### src/rtl/cpu_trace_buffer.sv
// Execution-trace capture unit: samples core taps into a circular buffer in
// FILL, WRAP or PC-trigger mode, then drains oldest-first over valid/ready.
module cpu_trace_buffer #(
  parameter int DATA_W = 32,
  parameter int DEPTH  = 16,
  parameter int POST   = 8
) (
  input  logic                     clk,
  input  logic                     rst_n,
  input  logic                     clr,
  input  logic                     cap_en,
  input  logic [1:0]               mode,
  input  logic [DATA_W-1:0]        trig_pc,
  input  logic [DATA_W-1:0]        cpu_pc,
  input  logic [DATA_W-1:0]        cpu_instr,
  input  logic [DATA_W-1:0]        cpu_alu,
  input  logic [3:0]               cpu_flags,
  input  logic                     cpu_regwrite,
  input  logic                     cpu_memwrite,
  input  logic                     cpu_pcsrc,
  output logic                     rd_valid,
  input  logic                     rd_ready,
  output logic [DATA_W-1:0]        rd_pc,
  output logic [DATA_W-1:0]        rd_instr,
  output logic [DATA_W-1:0]        rd_alu,
  output logic [6:0]               rd_ctrl,
  output logic [$clog2(DEPTH):0]   count,
  output logic                     busy,
  output logic                     triggered,
  output logic                     overflow
);

  localparam int AW = $clog2(DEPTH);
  localparam int CW = AW + 1;
  localparam int EW = 3 * DATA_W + 7;

  typedef enum logic [1:0] {S_IDLE, S_CAPTURE, S_POST, S_DONE} state_t;

  state_t          state_q, state_d;
  logic [1:0]      mode_q, mode_d;
  logic [AW-1:0]   wptr_q, wptr_d;
  logic [CW-1:0]   count_q, count_d;
  logic [CW-1:0]   post_cnt_q, post_cnt_d;
  logic            triggered_q, triggered_d;
  logic            overflow_q, overflow_d;
  logic            busy_q, busy_d;
  logic            sample;

  logic [EW-1:0]   mem [DEPTH];
  logic [AW-1:0]   rptr;
  logic [DATA_W-1:0] e_pc, e_instr, e_alu;
  logic [6:0]      e_ctrl;

  always_comb begin
    state_d     = state_q;
    mode_d      = mode_q;
    wptr_d      = wptr_q;
    count_d     = count_q;
    post_cnt_d  = post_cnt_q;
    triggered_d = triggered_q;
    overflow_d  = overflow_q;
    sample      = 1'b0;
    if (clr) begin
      state_d     = S_IDLE;
      wptr_d      = '0;
      count_d     = '0;
      triggered_d = 1'b0;
      overflow_d  = 1'b0;
    end else begin
      case (state_q)
        S_IDLE: begin
          if (cap_en) begin
            state_d     = S_CAPTURE;
            mode_d      = mode;
            wptr_d      = '0;
            count_d     = '0;
            triggered_d = 1'b0;
            overflow_d  = 1'b0;
          end
        end
        S_CAPTURE: begin
          if (!cap_en) begin
            state_d = S_DONE;
          end else begin
            sample = 1'b1;
            if (mode_q == 2'd2) begin
              // The trigger sample itself counts as the first of POST entries
              if (cpu_pc == trig_pc) begin
                triggered_d = 1'b1;
                post_cnt_d  = CW'(POST - 1);
                state_d     = (POST == 1) ? S_DONE : S_POST;
              end
            end else if (mode_q != 2'd1) begin
              if (count_q == CW'(DEPTH - 1)) state_d = S_DONE;
            end
          end
        end
        S_POST: begin
          sample     = 1'b1;
          post_cnt_d = post_cnt_q - CW'(1);
          if (post_cnt_q == CW'(1)) state_d = S_DONE;
        end
        S_DONE: begin
          if (count_q == '0) state_d = S_IDLE;
          else if (rd_ready) count_d = count_q - CW'(1);
        end
        default: state_d = S_IDLE;
      endcase
    end
    if (sample) begin
      wptr_d = wptr_q + AW'(1);
      if (count_q == CW'(DEPTH)) overflow_d = 1'b1;
      else count_d = count_q + CW'(1);
    end
    busy_d = (state_d == S_CAPTURE) || (state_d == S_POST);
  end

  always_ff @(posedge clk or negedge rst_n) begin
    if (!rst_n) begin
      state_q     <= S_IDLE;
      mode_q      <= 2'd0;
      wptr_q      <= '0;
      count_q     <= '0;
      post_cnt_q  <= '0;
      triggered_q <= 1'b0;
      overflow_q  <= 1'b0;
      busy_q      <= 1'b0;
    end else begin
      state_q     <= state_d;
      mode_q      <= mode_d;
      wptr_q      <= wptr_d;
      count_q     <= count_d;
      post_cnt_q  <= post_cnt_d;
      triggered_q <= triggered_d;
      overflow_q  <= overflow_d;
      busy_q      <= busy_d;
    end
  end

  // Trace storage is deliberately unreset; only pointers qualify its contents
  always_ff @(posedge clk) begin
    if (sample)
      mem[wptr_q] <= {cpu_pc, cpu_instr, cpu_alu, cpu_flags,
                      cpu_regwrite, cpu_memwrite, cpu_pcsrc};
  end

  assign rptr = wptr_q - count_q[AW-1:0];
  assign {e_pc, e_instr, e_alu, e_ctrl} = mem[rptr];

  assign rd_valid  = (state_q == S_DONE) && (count_q != '0);
  assign rd_pc     = rd_valid ? e_pc    : '0;
  assign rd_instr  = rd_valid ? e_instr : '0;
  assign rd_alu    = rd_valid ? e_alu   : '0;
  assign rd_ctrl   = rd_valid ? e_ctrl  : '0;
  assign count     = count_q;
  assign busy      = busy_q;
  assign triggered = triggered_q;
  assign overflow  = overflow_q;

endmodule

### config.mk
export PLATFORM = sky130hd
export DESIGN_NAME = cpu_trace_buffer
export DESIGN_NICKNAME = d
export VERILOG_FILES = /design/src/rtl/cpu_trace_buffer.sv
export SDC_FILE = /design/constraint.sdc
export NUM_CORES = 1
export LEC_CHECK = 0
export ABC_AREA = 1
export BUFFER_PORTS_ARGS = -buffer_cell sky130_fd_sc_hd__buf_2
export CORE_MARGIN = 2
export CORE_UTILIZATION = 33
export DETAILED_ROUTE_END_ITERATION = 8
export PLACE_DENSITY = 0.45
export SLEW_MARGIN = 20
export SYNTH_ARGS = -nofsm -noshare
export SYNTH_HDL_FRONTEND = slang
export SYNTH_SLANG_ARGS = --single-unit
### constraint.sdc
create_clock -name clk -period 7.4 [get_ports clk]
set_input_delay 0.74 -clock clk [delete_from_list [all_inputs] [get_ports clk]]
set_output_delay 0.74 -clock clk [all_outputs]
set_load 0.005 [all_outputs]
After elaboration in Yosys (flattened, before gate mapping)
Memory sizes are Yosys's and may differ from the RTL's. Cells that the tools add are included.

Bits in registers: 21. RAM bits: 1648. Bits of input ports: 142. Word-level logic and storage cells: 91. Memories kept: 1.

Add/sub/neg operators: 5. Equality and inequality tests: 18. Multiplexer cells: 45. Bitwise gates (word level): 1. Reductions and logical operators: 13.

Memories: mem (words 16, bits a word 103, rd ports 1, clocked after Yosys merged registers in 0, write ports 1, line 49) `logic [EW-1:0] mem [DEPTH];`.

Operator list (number): $mux W32 (3); $mux W5 (9); $eq A32 B32 Y1 (1); $pmux W5 S2 (2); $mux W2 (9); $mux W4 (4); $mux W1 (14); $ne A3 B3 Y1 const B (4); $reduce_and A5 Y1 (2); $sub A5 B1 Y5 const B (2); $reduce_bool A3 Y1 (3); $eq A2 B2 Y1 const B (4); $pmux W2 S4 (1); $mux W7 (1); $ne A2 B2 Y1 const B (3); $add A5 B1 Y5 const B (1); $eq A5 B1 Y1 const B (1); $eq A5 B4 Y1 const B (1); $eq A5 B5 Y1 const B (1); $logic_not A5 Y1 (1); $reduce_bool A5 Y1 (1); $add A4 B1 Y4 const B (1); $eq A2 B1 Y1 const B (2); $pmux W1 S2 (2); 9 further kinds (9).

Longest topological paths before layout
Depth in word-level cells: 9. Depth in mapped cells: 15. Gate-level depth less buffers: 15.

Least setup slack after synthesis
Ideal clock, no wire load.

Path type: reg-to-reg. Start point: register state_q[0]. End point: memory mem[11][0] (netlist bit), enable pin. Library setup time: 566 ps. Arrival: 5734 ps. Path slack: 1100 ps. Stages on the path, launching flop included: 9. Buffers on the path: 0. Period minus slack after synthesis: 6300 ps. Cells stage by stage: dfrtp_1 -> inv_1 -> ha_1 -> inv_1 -> a21oi_1 -> inv_1 -> nor2_2 -> nand2_1 -> nor2_1.

Cells in the longest elaborated chain, start to end: 5. Elaborated cells between the ends (all ways): 6. Classes of those cells: eq/ne (2); mux (4).

Ends and longest elaborated chain: start, declared (line 39) `state_t state_q, state_d;`; start signal, assigned (line 129) `state_q <= state_d;`; $eq A2 B2 Y1 or $eq A2 B1 Y1 (tied branches) (line 70) `case (state_q)`; $pmux W1 S2 * (line 70); $mux W1 * (line 63) `if (clr) begin`; $mux W1 * (line 142) `if (sample)`; $mux W1 (implied by the code) * (line 143) `mem[wptr_q] <= {cpu_pc, cpu_instr, cpu_alu, cpu_flags,`; end, declared (line 49).

Mark *: on every way between the ends. The rest lies on a longest branch, timed or not.

Worst setup path after layout
Start point: register wptr_q[0]. End point: output rd_pc[15].

Cells in the longest elaborated chain, start to end: 3.

Ends and longest elaborated chain: start, declared (line 41) `logic [AW-1:0] wptr_q, wptr_d;`; start signal, assigned (line 131) `wptr_q <= wptr_d;`; $sub A4 B4 Y4 (line 147) `assign rptr = wptr_q - count_q[AW-1:0];`; $mem_v2 Z16 W103; $mux W32 (line 151) `assign rd_pc = rd_valid ? e_pc : '0;`; end, declared (line 23) `output logic [DATA_W-1:0] rd_pc,`.

Every way passes these cells.

==> impl_metrics.ini <==
[global_routing]
globalRoute.totalOverflow = 0
first_global_vias = 39241
grt_max_degree = 190
antenna_found_initial = 20
track_usage = 0.171
grt_pass1_wl_mm = 269

[synth]
synth-seq-cells = 1669
synthesis.area_um2 = 68300
ys_types = 36
async_flop_share = 0.0126
synth_edf_count = 1648
ys_seq_area_frac = 0.732
syn_inst = 5139
synth_top_area_cell = edfxtp_1
synth_nets = 5298
ys_warn_count = 0
synth_ff_type = edfxtp_1
synthTopCellsByArea = edfxtp_1 (72%), mux2i_1 (6.0%), nand2_1 (3.6%)
synth_top_area_share = 0.725
syn_area_per_cell_um2 = 13.3
synth.most_common_cell = edfxtp_1
synth_commonest_cells = edfxtp_1 (1648), nand2_1 (660), inv_1 (499)

[die]
die_x_um = 459
die_h_um = 459
die_area_um2 = 211000
io_pins = 254
start_util = 0.333
fp-row-count = 166
core_area_um2 = 205000

[clock_network]
cts.sinks = 1669
clockRootBuffer = clkbuf_16
clk_path_buf_depth = 3
h-tree-depth = 4
cts_tree = yes
cts.reportedPaths.clkPinSlew_ns = 0.06
cts_hold_buf = 1
cts_setup_buffers = 0
clock_latency_ns = 0.82
numCtsBuffers = 187
cts_resized = 0

[worst_setup_path]
worstPathArrival_ns = 4.91
cp-end-kind = output port
path_class = register to output port
start_kind = register
cpMaxStageDelayCell = buf_4
path_max_fanout = 112
crit_chain = inv_1 > ha_4 > fa_1 > xor2_4 > buf_4 > buf_12 > nand3_1 > nand2_1 > o21ai_0 > a31oi_1 > buf_2
worstPathRequired_ns = 6.66
cp_slowest_stage_delay_ns = 0.73

[layout]
fin_nets = 5514
fillCellCount = 19631
final_cells = 8188
layout-drive-gt1-share = 0.107
syn2layout_area_growth_pct = 14.2

[routing]
antenna_left = 0
wl_per_cell_um = 22.4
vias = 40129
first_iter_violations = 3052
vias_per_cell = 4.90
post-route-drc-count = 0
drt_pass1_iterations = 7
routed_wl_mm = 183

[power]
p_per_area_nw_per_um2 = 319
pwr-share-seq = 0.423
comb_power_share = 0.234
switching_share = 0.306
ir_worst_vdd_mv = 0.247
switching_power_w = 0.00760
clkPwrFrac = 0.343
leakage_nw = 29.4
p_int_w = 0.0173

[timing]
final-setup-viol-count = 0
layout_min_cycle_time_ns = 5.65
period_share = 0.764
tns_ns = 0
fmax_ghz = 0.177
worstMarginPinSlew_ns = 1.24
final_hold_viol_count = 0
clock_skew_ns = 0.0267
rsz0062_at_grt = false
drv_slew = 0
relSlewSlack = 0.174

[placed_design]
dp_cells = 7853
place_congestion = 0.745
io_buffers = 253
dp.final_hpwl_mm = 91.5

[flow_run]
cap_violations = 0

[hold_path]
hp-class = input port to register

[outcome]
status = finished, final reports clean
[power by group through the flow]
stage                     clock, W  combinational (W)  sequential [W]
after detailed placement         0            0.00586          0.0107
final                      0.00854            0.00581          0.0105
after floorplan                  0            0.00449          0.0107
after CTS                  0.00879            0.00588          0.0105
after global routing       0.00915            0.00652          0.0105
after global placement           0            0.00586          0.0107
[flip-flops by register name, summed over array words and instances (netlist names)]
name	flops
wptr_q	4
triggered	1
count	5
busy	1
post_cnt_q	5
mode_q	2
state_q	2
overflow	1
mem	1648
[critical path: cells and delay by family, from the launching register on]
kind | cells | cell delay, ns
fa+ha+maj | 2 | 0.64
buf+inv | 4 | 1.73
compound gates | 2 | 0.70
xor+xnor | 1 | 0.26
simple gates | 2 | 0.23
flops | 1 | 0.39
[cell families (layout without fill, tap and decap cells)]
group | count (synthesis) | count (layout) | share of synthesized area
flip-flops | 1669 | 1669 | 0.732
AND/OR/NAND/NOR | 1151 | 1151 | 0.0714
AO/OA/AOI/OAI | 1066 | 1066 | 0.0804
buffers and inverters | 809 | 1164 | 0.0500
multiplexers | 412 | 412 | 0.0604
adder cells (fa/ha/maj) | 17 | 17 | 0.00322
XOR/XNOR | 15 | 15 | 0.00214
other | 0 | 6 | 0
[final timing paths]
check | to | slack, ns | cells after the start | from
max | rd_pc[15] | 1.75 | 11 | wptr_q[0]
min | mode_q[0] | 0.22 | 3 | mode[0]
max reg2reg | mem[13][54] | 3.33 | 9 | state_q[0]
min reg2reg | post_cnt_q[1] | 0.51 | 2 | post_cnt_q[1]
max in group asynchronous | post_cnt_q[0] | 6.59 | 2 | rst_n
min in group asynchronous | count[4] | 0.43 | 2 | rst_n
[per-layer routing]
metal	wire length, um	vias up	track usage
met1	88200	20014	0.249
met4	3700	2	0.0440
met5	13	-	0
li1	-	19049	-
met2	83000	811	0.267
met3	8140	253	0.0285
[stage by stage]
step           setup slack [ns]   util  area (um2)  total power [W]  hold slack [ns]
2_1_floorplan              1.10      -       68300           0.0152            0.444
3_3_place_gp               2.58  0.353       72400           0.0166            0.491
3_5_place_dp               2.55  0.353       72400           0.0166            0.497
4_1_cts                    1.61  0.380       78000           0.0252            0.142
5_1_grt                    1.49  0.380       78000           0.0262            0.168
6_report                   1.75  0.380       78000           0.0249            0.217
[cell type report]
type,instances,area (um2),area share
tap,2688,3360,0.0431
sequential,1669,50000,0.641
clock inverter,72,523,0.00671
antenna,6,15.0,0.000193
clock buffer,256,5000,0.0641
inverter,504,1910,0.0245
timing repair buffer,332,2150,0.0276
multi-input combinational,2661,15000,0.193
[cells in the final DEF (no fill, tap or decap), types with 3 or more instances in the layout]
cell type | Yosys | routed
edfxtp_1 | 1648 | 1648
nand2_1 | 660 | 660
inv_1 | 499 | 499
o21ai_0 | 488 | 488
nand3_1 | 427 | 427
a21oi_1 | 423 | 423
mux2i_1 | 412 | 412
buf_2 | 67 | 253
clkbuf_16 | 0 | 189
a31oi_1 | 104 | 104
clkbuf_1 | 142 | 65
buf_4 | 35 | 55
o21ai_1 | 41 | 41
nor2_1 | 54 | 38
clkinv_1 | 2 | 36
buf_12 | 0 | 23
dfrtp_1 | 21 | 21
nor2_4 | 0 | 16
clkinv_2 | 0 | 16
ha_1 | 16 | 15
xnor2_1 | 11 | 11
inv_6 | 0 | 7
diode_2 | 0 | 6
clkinv_8 | 0 | 6
or2_2 | 4 | 4
o22ai_1 | 3 | 3
bufinv_16 | 0 | 3
clkinvlp_4 | 0 | 3
Power figures use the tool's default switching activity.
